$ cat config.mk
export PLATFORM = sky130hd
export DESIGN_NAME = wc_tile_sched
export DESIGN_NICKNAME = d
export VERILOG_FILES = /design/src/rtl/wc_tile_sched.sv
export SDC_FILE = /design/constraint.sdc
export NUM_CORES = 1
export LEC_CHECK = 0
export ABC_CLOCK_PERIOD_IN_PS = 3700
export BUFFER_PORTS_ARGS = -buffer_cell sky130_fd_sc_hd__buf_2
export CORE_MARGIN = 8
export CORE_UTILIZATION = 57
export CTS_CLUSTER_SIZE = 20
export DETAILED_ROUTE_END_ITERATION = 10
export GPL_ROUTABILITY_DRIVEN = 0
export PLACE_DENSITY_LB_ADDON = 0.1
export SLEW_MARGIN = 15
export SYNTH_ARGS = -nofsm -noshare
export SYNTH_HDL_FRONTEND = slang
export SYNTH_SLANG_ARGS = --single-unit
$ cat constraint.sdc
create_clock -name clk -period 3.7 [get_ports clk]
set_clock_uncertainty 0.1 [all_clocks]
set_input_delay 0.555 -clock clk [delete_from_list [all_inputs] [get_ports clk]]
set_output_delay 0.555 -clock clk [all_outputs]
set_load 0.05 [all_outputs]
$ cat src/rtl/wc_tile_sched.sv
// Stream-side tile scheduler for the Winograd WC core: builds overlapping 9-sample tiles,
// launches them under a credit scheme, and returns WC results through a small FWFT FIFO.
module wc_tile_sched #(
    parameter int DW     = 10,
    parameter int ZW     = 10,
    parameter int N_IN   = 9,
    parameter int N_OUT  = 6,
    parameter int LAT    = 6,
    parameter int FIFO_D = 4
) (
    input  logic                  clk,
    input  logic                  rst,
    input  logic                  in_valid,
    output logic                  in_ready,
    input  logic [DW-1:0]         in_data,
    input  logic                  in_last,
    output logic [N_IN*DW-1:0]    wc_d,
    output logic                  wc_start,
    input  logic [N_OUT*ZW-1:0]   wc_z,
    output logic                  out_valid,
    input  logic                  out_ready,
    output logic [N_OUT*ZW-1:0]   out_data,
    output logic                  out_last,
    output logic                  busy
);

    localparam int WW = N_IN * DW;
    localparam int OW = N_OUT * ZW;
    localparam int CW = $clog2(N_IN + 1);
    localparam int KW = $clog2(FIFO_D + 1);
    localparam int PW = (FIFO_D > 1) ? $clog2(FIFO_D) : 1;

    typedef enum logic [1:0] {
        S_FILL,
        S_PAD,
        S_ISSUE
    } state_t;

    state_t state;
    state_t state_next;

    logic [CW-1:0] cnt;
    logic [CW-1:0] cnt_inc;
    logic [CW-1:0] need;
    logic          first;
    logic          row_end;
    logic [WW-1:0] window;
    logic [KW-1:0] credits;
    logic          wc_last;
    logic          issue;
    logic          pop;
    logic          push;

    logic [LAT-1:0] tok_v;
    logic [LAT-1:0] tok_last;

    logic [OW:0]   mem [FIFO_D];
    logic [PW-1:0] wr_ptr;
    logic [PW-1:0] rd_ptr;
    logic [KW-1:0] fifo_cnt;

    function automatic logic [PW-1:0] ptr_inc(input logic [PW-1:0] p);
        return (p == PW'(FIFO_D - 1)) ? '0 : p + PW'(1);
    endfunction

    assign need    = first ? CW'(N_IN) : CW'(N_OUT);
    assign cnt_inc = cnt + CW'(1);
    assign issue   = (state == S_ISSUE) && (credits != '0);
    assign pop     = out_valid && out_ready;
    assign push    = tok_v[LAT-1];

    always_ff @(posedge clk) begin
        if (!rst) begin
            state <= S_FILL;
        end else begin
            state <= state_next;
        end
    end

    always_comb begin
        state_next = state;
        in_ready   = 1'b0;
        case (state)
            S_FILL: begin
                in_ready = 1'b1;
                if (in_valid) begin
                    if (cnt_inc == need) begin
                        state_next = S_ISSUE;
                    end else if (in_last) begin
                        state_next = S_PAD;
                    end
                end
            end
            S_PAD: begin
                if (cnt_inc == need) begin
                    state_next = S_ISSUE;
                end
            end
            S_ISSUE: begin
                if (credits != '0) begin
                    state_next = S_FILL;
                end
            end
            default: state_next = S_FILL;
        endcase
    end

    // Window keeps the overlap implicitly: only N_OUT new samples shift in between tiles.
    always_ff @(posedge clk) begin
        if (!rst) begin
            cnt      <= '0;
            first    <= 1'b1;
            row_end  <= 1'b0;
            window   <= '0;
            wc_d     <= '0;
            wc_start <= 1'b0;
            wc_last  <= 1'b0;
        end else begin
            wc_start <= 1'b0;
            case (state)
                S_FILL: begin
                    if (in_valid) begin
                        window <= {window[WW-DW-1:0], in_data};
                        cnt    <= cnt_inc;
                        if (in_last) begin
                            row_end <= 1'b1;
                        end
                    end
                end
                S_PAD: begin
                    window <= {window[WW-DW-1:0], {DW{1'b0}}};
                    cnt    <= cnt_inc;
                end
                S_ISSUE: begin
                    if (credits != '0) begin
                        wc_d     <= window;
                        wc_start <= 1'b1;
                        wc_last  <= row_end;
                        cnt      <= '0;
                        first    <= row_end;
                        row_end  <= 1'b0;
                    end
                end
                default: ;
            endcase
        end
    end

    always_ff @(posedge clk) begin
        if (!rst) begin
            credits <= KW'(FIFO_D);
        end else begin
            case ({issue, pop})
                2'b10:   credits <= credits - KW'(1);
                2'b01:   credits <= credits + KW'(1);
                default: ;
            endcase
        end
    end

    // Token pipe mirrors WC latency so wc_z is captured exactly LAT cycles after wc_start.
    always_ff @(posedge clk) begin
        if (!rst) begin
            tok_v    <= '0;
            tok_last <= '0;
        end else begin
            tok_v[0]    <= wc_start;
            tok_last[0] <= wc_last;
            for (int i = 1; i < LAT; i++) begin
                tok_v[i]    <= tok_v[i-1];
                tok_last[i] <= tok_last[i-1];
            end
        end
    end

    always_ff @(posedge clk) begin
        if (rst && push) begin
            mem[wr_ptr] <= {wc_z, tok_last[LAT-1]};
        end
    end

    always_ff @(posedge clk) begin
        if (!rst) begin
            wr_ptr   <= '0;
            rd_ptr   <= '0;
            fifo_cnt <= '0;
        end else begin
            if (push) begin
                wr_ptr <= ptr_inc(wr_ptr);
            end
            if (pop) begin
                rd_ptr <= ptr_inc(rd_ptr);
            end
            case ({push, pop})
                2'b10:   fifo_cnt <= fifo_cnt + KW'(1);
                2'b01:   fifo_cnt <= fifo_cnt - KW'(1);
                default: ;
            endcase
        end
    end

    assign out_valid = (fifo_cnt != '0);
    assign out_data  = mem[rd_ptr][OW:1];
    assign out_last  = out_valid && mem[rd_ptr][0];
    assign busy      = (state != S_FILL) || wc_start || (|tok_v) || out_valid;

endmodule
Word-level counts from Yosys, hierarchy flattened
Memory sizes are Yosys's and may differ from the RTL's. A register that Yosys moved wholly into a read port is not among the register bits. Index checks and enable logic that the tools add are counted.

Muxes and demuxes: 26. Reduce and logical (&&, ||, !) cells: 23. Multipliers: 0. Div/mod/pow operators: 0. Order comparisons: 0. Equal/unequal tests: 14. Bitwise gates (word level): 0. Add/sub/neg operators: 7. Shifts and indexed selects: 0.

Operators by type and width (number): $pmux W90 S2 (1); $mux W90 (1); $mux W2 (9); $mux W4 (3); $pmux W3 S2 (2); $pmux W4 S3 (1); $eq A2 B2 Y1 const B (5); $reduce_bool A2 Y1 (5); $reduce_bool A3 Y1 (3); $reduce_and A4 Y1 (2); $mux W1 (7); $add A3 B1 Y3 const B (2); $eq A2 B1 Y1 const B (3); $ne A2 B2 Y1 const B (3); $pmux W2 S3 (1); $reduce_and A2 Y1 (3); $reduce_or A6 Y1 (1); $sub A3 B1 Y3 const B (2); $add A2 B1 Y2 const B (2); $add A4 B1 Y4 const B (1); $eq A4 B4 Y1 (1); $logic_and A1 B1 Y1 (4); $logic_or A1 B1 Y1 (3); $ne A3 B3 Y1 const B (1); other kinds (4) (4).

Bits in registers: 212. Latch bits: 0. Output and inout port bits: 155. Input bits: 75. Bits in read-only memories: 0. Memories kept: 1. Memory bits (writable): 244.

Memories: mem (words 4, width 61, read ports 1, clocked after memory_dff 1, wr ports 1, line 57) `logic [OW:0] mem [FIFO_D];`.

Longest topological paths before layout
Gate-level depths: netlist of run 1.

Depth in word-level cells: 5. Gate-level depth with buffers: 10.

Least setup slack after synthesis of run 1
Ideal clock, no wire load.

Path type: input -> register. From: in rst. To: mem mem[0][0] (netlist bit) (enable). Buffers on the path: 1. Arrival time: 2.305 ns. Setup time: 0.426 ns. Slack: 0.869 ns. Required time: 3.174 ns. Stages on the path: 2. Cells stage by stage: clkbuf_1 -> and3_1.

Word-level cells in the longest chain between the ends: 3.

Ends and longest elaborated chain: from (decl) (line 12) `input logic rst,`; $logic_and A1 B1 Y1 (line 177) `if (rst && push) begin`; $mux W1 (line 177); $mux W1 (implied by the code) (line 178) `mem[wr_ptr] <= {wc_z, tok_last[LAT-1]};`; to (decl) (line 57).

No other way between the ends.

==> metrics.txt, run 1 <==
# TYPE chip_impl_metric gauge
chip_impl_metric{name="grt_max_degree",unit=""} 193
chip_impl_metric{name="cap_viol_max_count",unit=""} 0
chip_impl_metric{name="path_clk_slew",unit="ps"} 60
chip_impl_metric{name="grt_use_total",unit="%"} 19.7
chip_impl_metric{name="final_layout_size_suffix_gt1_share",unit="%"} 26.0
chip_impl_metric{name="worstPathArrival",unit="ps"} 2390
chip_impl_metric{name="synth_top_cell_area_share",unit="%"} 43.7
chip_impl_metric{name="worst_slew_pin_slew",unit="ps"} 1030
chip_impl_metric{name="design.die.area",unit="um^2"} 35200
chip_impl_metric{name="synthCells",unit=""} 1241
chip_impl_metric{name="timing.reg2reg.setup_slack",unit="ps"} 1370
chip_impl_metric{name="timing.critical_path.required",unit="ps"} 3040
chip_impl_metric{name="row_count",unit=""} 63
chip_impl_metric{name="ys_async_sr_fraction",unit="%"} 0
chip_impl_info{name="critPathCaptureType",value="output pin"} 1
chip_impl_metric{name="report.final.hold_viol_count",unit=""} 0
chip_impl_metric{name="detail_route.wirelength",unit="mm"} 35.4
chip_impl_metric{name="flow.area_growth_from_synthesis",unit="%"} 18.2
chip_impl_metric{name="portion_of_the_post_synthesis_area_used_by_sequential_elements",unit="%"} 69.2
chip_impl_metric{name="synth_seq_cells",unit=""} 458
chip_impl_metric{name="detail_route.iter0.violations",unit=""} 662
chip_impl_metric{name="htree_levels",unit=""} 2
chip_impl_metric{name="synth_enable_flop_cells",unit=""} 244
chip_impl_info{name="cts_root_buf",value="clkbuf_16"} 1
chip_impl_metric{name="crit_fanout",unit=""} 27
chip_impl_metric{name="yosysWarnings",unit=""} 0
chip_impl_metric{name="setup_violations",unit=""} 0
chip_impl_metric{name="routed_length_per_placed_instance",unit="um"} 18.8
chip_impl_metric{name="port_buffers",unit=""} 229
chip_impl_metric{name="numCtsBuffers",unit=""} 45
chip_impl_metric{name="postSynthAreaPerCell",unit="um^2"} 13.5
chip_impl_metric{name="final-max-slew-violation-count",unit=""} 0
chip_impl_info{name="outcome",value="finished clean"} 1
chip_impl_metric{name="global_route_wire_length_before_repair",unit="mm"} 56.3
chip_impl_metric{name="clock-sinks",unit=""} 458
chip_impl_metric{name="final_cycle_share",unit="%"} 82.2
chip_impl_metric{name="detail_route.drc_violations",unit=""} 0
chip_impl_metric{name="route.antenna.remaining_nets",unit=""} 0
chip_impl_metric{name="post_cts.repair.setup_buffers",unit=""} 0
chip_impl_metric{name="hold_ws",unit="ps"} 136
chip_impl_info{name="min-delay-path-class",value="input pin to register"} 1
chip_impl_info{name="timing_worst_setup_path_type",value="register to output pin"} 1
chip_impl_metric{name="detailed_route_via_count",unit=""} 10200
chip_impl_metric{name="static-leakage-power",unit="nW"} 7.01
chip_impl_metric{name="vdd_ir_drop_max",unit="V"} 0.000402
chip_impl_metric{name="floorplan.core_area",unit="um^2"} 29300
chip_impl_info{name="crit_path_start_kind",value="register"} 1
chip_impl_metric{name="post-route-min-period",unit="ps"} 3040
chip_impl_metric{name="fmax",unit="GHz"} 0.329
chip_impl_info{name="unrepaired_setup_endpoints_after_global_routing",value="no"} 1
chip_impl_info{name="ys.flop_type",value="edfxtp_1"} 1
chip_impl_info{name="cts_tree",value="yes"} 1
chip_impl_metric{name="maximum_count_of_clock_buffers_along_a_single_path",unit=""} 3
chip_impl_metric{name="fin_nets",unit=""} 1539
chip_impl_metric{name="powerDensity",unit="nW/um^2"} 514
chip_impl_metric{name="floorplan.io_pins",unit=""} 230
chip_impl_metric{name="post_cts_resized",unit=""} 0
chip_impl_metric{name="grt_pass1_vias",unit=""} 10300
chip_impl_metric{name="worst_skew_pair.late_latency",unit="ps"} 530
chip_impl_metric{name="hold_buffers",unit=""} 0
chip_impl_metric{name="totalNegativeSetupSlack",unit="ps"} 0
chip_impl_metric{name="max-slew-margin-rel",unit="%"} 31.6
chip_impl_metric{name="antenna_found_initial",unit=""} 3
chip_impl_metric{name="post_dp_cell_area",unit="um^2"} 18300
chip_impl_info{name="synth.most_common_cell",value="nand2_1"} 1
chip_impl_info{name="post-synth-top-area-cell",value="edfxtp_1"} 1
chip_impl_metric{name="first_pass_iters",unit=""} 5
chip_impl_metric{name="final_design_area_no_fill",unit="um^2"} 19800
chip_impl_metric{name="die_height",unit="um"} 188
chip_impl_metric{name="postSynthNetCount",unit=""} 1326
chip_impl_info{name="synth_top_cells_by_count",value="nand2_1 (350), edfxtp_1 (244), dfxtp_1 (214), a21boi_1 (104), a21boi_0 (70)"} 1
chip_impl_metric{name="grt_remaining_overflow",unit=""} 0
chip_impl_metric{name="hpwlAfterDp",unit="mm"} 21.8
chip_impl_metric{name="die_x",unit="um"} 188
chip_impl_metric{name="post_synth_instance_area",unit="um^2"} 16800
chip_impl_metric{name="initial_utilization",unit="%"} 57.2
chip_impl_metric{name="viasPerCell",unit=""} 5.39
chip_impl_metric{name="distinct_cell_type_count_after_synthesis",unit=""} 40
chip_impl_info{name="area_contributors_post_synth",value="edfxtp_1 (44%), dfxtp_1 (26%), mux4_2 (8.2%)"} 1
-- report_power, final --
group	switching, mW	leakage, nW	internal (mW)
Sequential	0.0169	3.92	5.36
Combinational	0.140	2.33	0.0803
Clock	1.83	0.765	2.77
-- cell usage in the layout (no fill, tap or decap), drive strengths merged, types with 2 or more instances in the layout --
cell    netlist  final
nand2       350    350
buf          42    245
edfxtp      244    244
dfxtp       214    214
a21boi      174    174
clkbuf       37     66
mux4         61     61
and2         19     19
clkinv        0     14
nor2b        13     13
inv          10     11
a22oi        10     10
nand3         9      9
o21ai         9      9
ha            8      8
or3           4      4
and3          4      4
xor2          4      4
nor2          4      4
nor4          3      3
diode         0      2
mux2i         2      2
xnor2         2      2
a21oi         2      2
and3b         2      2
a31oi         2      2
fa            2      2
bufinv        0      2
nor3          2      2
or2           2      2
-- per-layer routing --
| metal | global-route usage [%] | wire length, um | vias up |
|---|---|---|---|
| met2 | 33.0 | 17300 | 297 |
| met3 | 4.57 | 2270 | 65 |
| met4 | 5.61 | 739 | 6 |
| met5 | 0 | 36 | - |
| li1 | - | - | 4819 |
| met1 | 25.5 | 15000 | 4963 |
-- stage by stage --
stage               power, mW  worst slack [ps]  utilization (%)  std cells
floorplan                5.61               869                -       1241
finish                   10.2               659             67.6       1882
CTS                      10.3               578             67.6       1880
detailed placement       5.71              1170             62.4       1797
global route             10.5               495             67.6       1880
global placement         5.70              1190             62.4       1797
-- flip-flops by register name, summed over array words and instances, names as in the netlist, named ones only --
register / count
state: 2
fifo_cnt: 3
rd_ptr: 2
wc_start: 1
tok_last: 6
row_end: 1
wc_last: 1
wc_d: 90
first: 1
wr_ptr: 2
window: 90
cnt: 4
credits: 3
mem: 244
tok_v: 6
-- area by class of cell --
cell class	count	area, um^2
clock inverters	17	134
well taps	390	488
clock buffers	66	1400
multi-input cells	694	4790
flip-flops and latches	458	11600
repair buffers	245	1360
diodes	2	5.00
inverters	10	38.8
fillers	2216	9490
-- critical path, stage by stage (launching register included) --
cell and delay (ps):
dfxtp_4 730, buf_4 340, mux4_2 530, buf_2 230
-- cell families after synthesis --
group | count (synthesis) | synth area share (%)
simple gates | 416 | 10.3
buf+inv | 89 | 2.37
fa+ha+maj | 10 | 0.835
mux | 63 | 8.30
flops | 458 | 69.2
xor+xnor | 6 | 0.313
compound gates | 199 | 8.71
-- final timing paths --
path	start	endpoint	depth (start not counted)
setup / recovery	register	out_data[11]	3
hold / removal	wc_z[45]	mem[0][46]$_DFFE_PP_	1
setup reg to reg	fifo_cnt[0]$_SDFFE_PN0P_	fifo_cnt[2]$_SDFFE_PN0P_	9
hold reg to reg	tok_last[2]$_SDFF_PN0_	tok_last[3]$_SDFF_PN0_	1
Power figures use the tool's default switching activity.
==> run 2: changes to the inputs <==
--- a/config.mk
+++ b/config.mk
@@ -5,10 +5,10 @@
 export SDC_FILE = /design/constraint.sdc
 export NUM_CORES = 1
 export LEC_CHECK = 0
-export ABC_CLOCK_PERIOD_IN_PS = 3700
+export ABC_CLOCK_PERIOD_IN_PS = 2620
 export BUFFER_PORTS_ARGS = -buffer_cell sky130_fd_sc_hd__buf_2
 export CORE_MARGIN = 8
-export CORE_UTILIZATION = 57
+export CORE_UTILIZATION = 51
 export CTS_CLUSTER_SIZE = 20
 export DETAILED_ROUTE_END_ITERATION = 10
 export GPL_ROUTABILITY_DRIVEN = 0
==> constraint.sdc (replaced) <==
create_clock -name clk -period 2.62 [get_ports clk]
set_clock_uncertainty 0.1 [all_clocks]
set_input_delay 0.393 -clock clk [delete_from_list [all_inputs] [get_ports clk]]
set_output_delay 0.393 -clock clk [all_outputs]
set_load 0.05 [all_outputs]
==> run 2 against run 1 <==
- setup slack got worse by 520 ps
- core utilization is 4.1 points lower
- clock-buffer cell count grew 6
- sequential power up 41%
- critical path type unchanged
==> metrics.txt, run 2 (synthesized netlist as in run 1, its figures left out) <==
# TYPE chip_impl_metric gauge
chip_impl_info{name="outcome",value="finished clean"} 1
chip_impl_metric{name="routed_length_per_placed_instance",unit="um"} 18.0
chip_impl_metric{name="worstPathArrival",unit="ps"} 1990
chip_impl_info{name="unrepaired_setup_endpoints_after_global_routing",value="no"} 1
chip_impl_metric{name="first_pass_iters",unit=""} 4
chip_impl_info{name="min-delay-path-class",value="input pin to register"} 1
chip_impl_metric{name="detailed_route_via_count",unit=""} 10300
chip_impl_metric{name="setup_violations",unit=""} 0
chip_impl_metric{name="num_antenna_cells",unit=""} 0
chip_impl_metric{name="viasPerCell",unit=""} 5.12
chip_impl_metric{name="post-route-util",unit="%"} 63.6
chip_impl_info{name="reg_top3",value="mem x244, wc_d x90, window x90"} 1
chip_impl_metric{name="initial_utilization",unit="%"} 51.7
chip_impl_metric{name="grt_use_total",unit="%"} 18.4
chip_impl_metric{name="detail_route.iter0.violations",unit=""} 496
chip_impl_metric{name="hpwlAfterDp",unit="mm"} 22.7
chip_impl_metric{name="met2_usage",unit="%"} 30.8
chip_impl_metric{name="numCtsBuffers",unit=""} 47
chip_impl_metric{name="path_clk_slew",unit="ps"} 60
chip_impl_metric{name="die_height",unit="um"} 197
chip_impl_metric{name="timing.critical_path.required",unit="ps"} 2130
chip_impl_metric{name="antenna_found_initial",unit=""} 1
chip_impl_info{name="crit_path_start_kind",value="register"} 1
chip_impl_metric{name="floorplan.core_area",unit="um^2"} 32500
chip_impl_metric{name="vdd_ir_drop_max",unit="V"} 0.000480
chip_impl_info{name="cts_tree",value="yes"} 1
chip_impl_metric{name="global_route_wire_length_before_repair",unit="mm"} 57.9
chip_impl_info{name="globalRoute.busiestLayer",value="met2"} 1
chip_impl_info{name="timing_worst_setup_path_type",value="register to output pin"} 1
chip_impl_metric{name="clock-sinks",unit=""} 458
chip_impl_metric{name="maximum_count_of_clock_buffers_along_a_single_path",unit=""} 3
chip_impl_metric{name="timing.reg2reg.setup_slack",unit="ps"} 420
chip_impl_metric{name="cap_viol_max_count",unit=""} 0
chip_impl_metric{name="worst_slew_pin_slew",unit="ps"} 1020
chip_impl_metric{name="port_buffers",unit=""} 229
chip_impl_metric{name="grt_remaining_overflow",unit=""} 0
chip_impl_metric{name="die_x",unit="um"} 197
chip_impl_metric{name="grt_pass1_vias",unit=""} 10600
chip_impl_metric{name="htree_levels",unit=""} 2
chip_impl_info{name="layout.cells.most_common",value="nand2_1"} 1
chip_impl_metric{name="total_power",unit="mW"} 14.4
chip_impl_metric{name="fin_nets",unit=""} 1611
chip_impl_metric{name="worst_skew_pair.late_latency",unit="ps"} 530
chip_impl_metric{name="grt_max_degree",unit=""} 216
chip_impl_info{name="cts_root_buf",value="clkbuf_16"} 1
chip_impl_metric{name="design.die.area",unit="um^2"} 39000
chip_impl_metric{name="route.antenna.remaining_nets",unit=""} 0
chip_impl_metric{name="fmax",unit="GHz"} 0.403
chip_impl_metric{name="row_count",unit=""} 66
chip_impl_info{name="largest_register",value="mem"} 1
chip_impl_metric{name="post-route-min-period",unit="ps"} 2480
chip_impl_metric{name="floorplan.io_pins",unit=""} 230
chip_impl_metric{name="totalNegativeSetupSlack",unit="ps"} 0
chip_impl_metric{name="detail_route.drc_violations",unit=""} 0
chip_impl_metric{name="hold_ws",unit="ps"} 23.1
chip_impl_metric{name="static-leakage-power",unit="nW"} 7.31
chip_impl_metric{name="gr-usage-met3",unit="%"} 3.37
chip_impl_metric{name="final-max-slew-violation-count",unit=""} 0
chip_impl_metric{name="max-slew-margin-rel",unit="%"} 32.1
chip_impl_metric{name="largest_register_ffs",unit=""} 244
chip_impl_info{name="critPathCaptureType",value="output pin"} 1
chip_impl_metric{name="final_cycle_share",unit="%"} 94.6
chip_impl_metric{name="crit_fanout",unit=""} 26
chip_impl_metric{name="detail_route.wirelength",unit="mm"} 36.1
chip_impl_metric{name="post_cts.repair.setup_buffers",unit=""} 0
chip_impl_metric{name="powerDensity",unit="nW/um^2"} 699
chip_impl_metric{name="global_route.usage.met1",unit="%"} 24.5
chip_impl_metric{name="final_layout_size_suffix_gt1_share",unit="%"} 25.2
chip_impl_info{name="mostFrequentLayoutCells",value="nand2_1 (350), edfxtp_1 (244), buf_2 (228), dfxtp_1 (212), a21boi_1 (104)"} 1
chip_impl_metric{name="num-fill-cells",unit=""} 2561
chip_impl_metric{name="report.final.hold_viol_count",unit=""} 0
chip_impl_metric{name="flow.area_growth_from_synthesis",unit="%"} 22.9
-- run 2: cell count changes in the layout (fill, tap and decap cells not counted), moves of 2 or more --
| cell | before | now |
|---|---|---|
| buf_12 | 7 | 13 |
| buf_4 | 10 | 12 |
| clkbuf_1 | 8 | 15 |
| diode_2 | 2 | 0 |
| dlygate4sd3_1 | 0 | 61 |
-- run 2: final cells by class --
cell class	instances	area, um^2	share of cell area [%]
sequential	458	11600	56.3
multi-input combinational	694	4790	23.2
timing repair buffer	315	2110	10.2
clock buffer	72	1420	6.86
tap	442	553	2.68
clock inverter	14	96.3	0.467
inverter	10	38.8	0.188
-- run 2: worst paths after layout --
kind | from | endpoint | cells after the start
worst max-delay path | register | out_data[25] | 3
worst min-delay path | in_data[1] | window[1]$_SDFFE_PN0P_ | 3
worst max register to register | fifo_cnt[0]$_SDFFE_PN0P_ | fifo_cnt[2]$_SDFFE_PN0P_ | 9
worst min register to register | tok_last[1]$_SDFF_PN0_ | tok_last[2]$_SDFF_PN0_ | 1
-- run 2: timing repair --
item                       4_1_cts  5_1_grt
hold endpoints to repair       241        0
gates resized for setup          0        1
hold buffers                    61        0
setup endpoints to repair        0        9
-- run 2: metrics by stage --
step / worst slack [ps] / std cells / cell area (um^2)
5_1_grt: 57.7 / 2005 / 20600
4_1_cts: 17.8 / 2005 / 20600
3_5_place_dp: 399 / 1858 / 18500
2_1_floorplan: 327 / 1241 / 16800
3_3_place_gp: 490 / 1858 / 18500
6_report: 142 / 2005 / 20600
-- run 2: critical path, cell delays in order (launching register included) --
cell and delay (ps):
dfxtp_4 400, buf_12 240, mux4_2 570, buf_2 230
-- run 2: power by group --
| group | switching [mW] | internal, mW | total [mW] |
|---|---|---|---|
| Clock | 2.60 | 3.81 | 6.42 |
| Combinational | 0.216 | 0.188 | 0.404 |
| Sequential | 0.0247 | 7.57 | 7.59 |
-- run 2: layer usage --
metal	vias up	share of wire, %
met5	-	0.044
met4	2	2.0
met3	62	4.7
met2	210	48
met1	5036	45
li1	4962	-
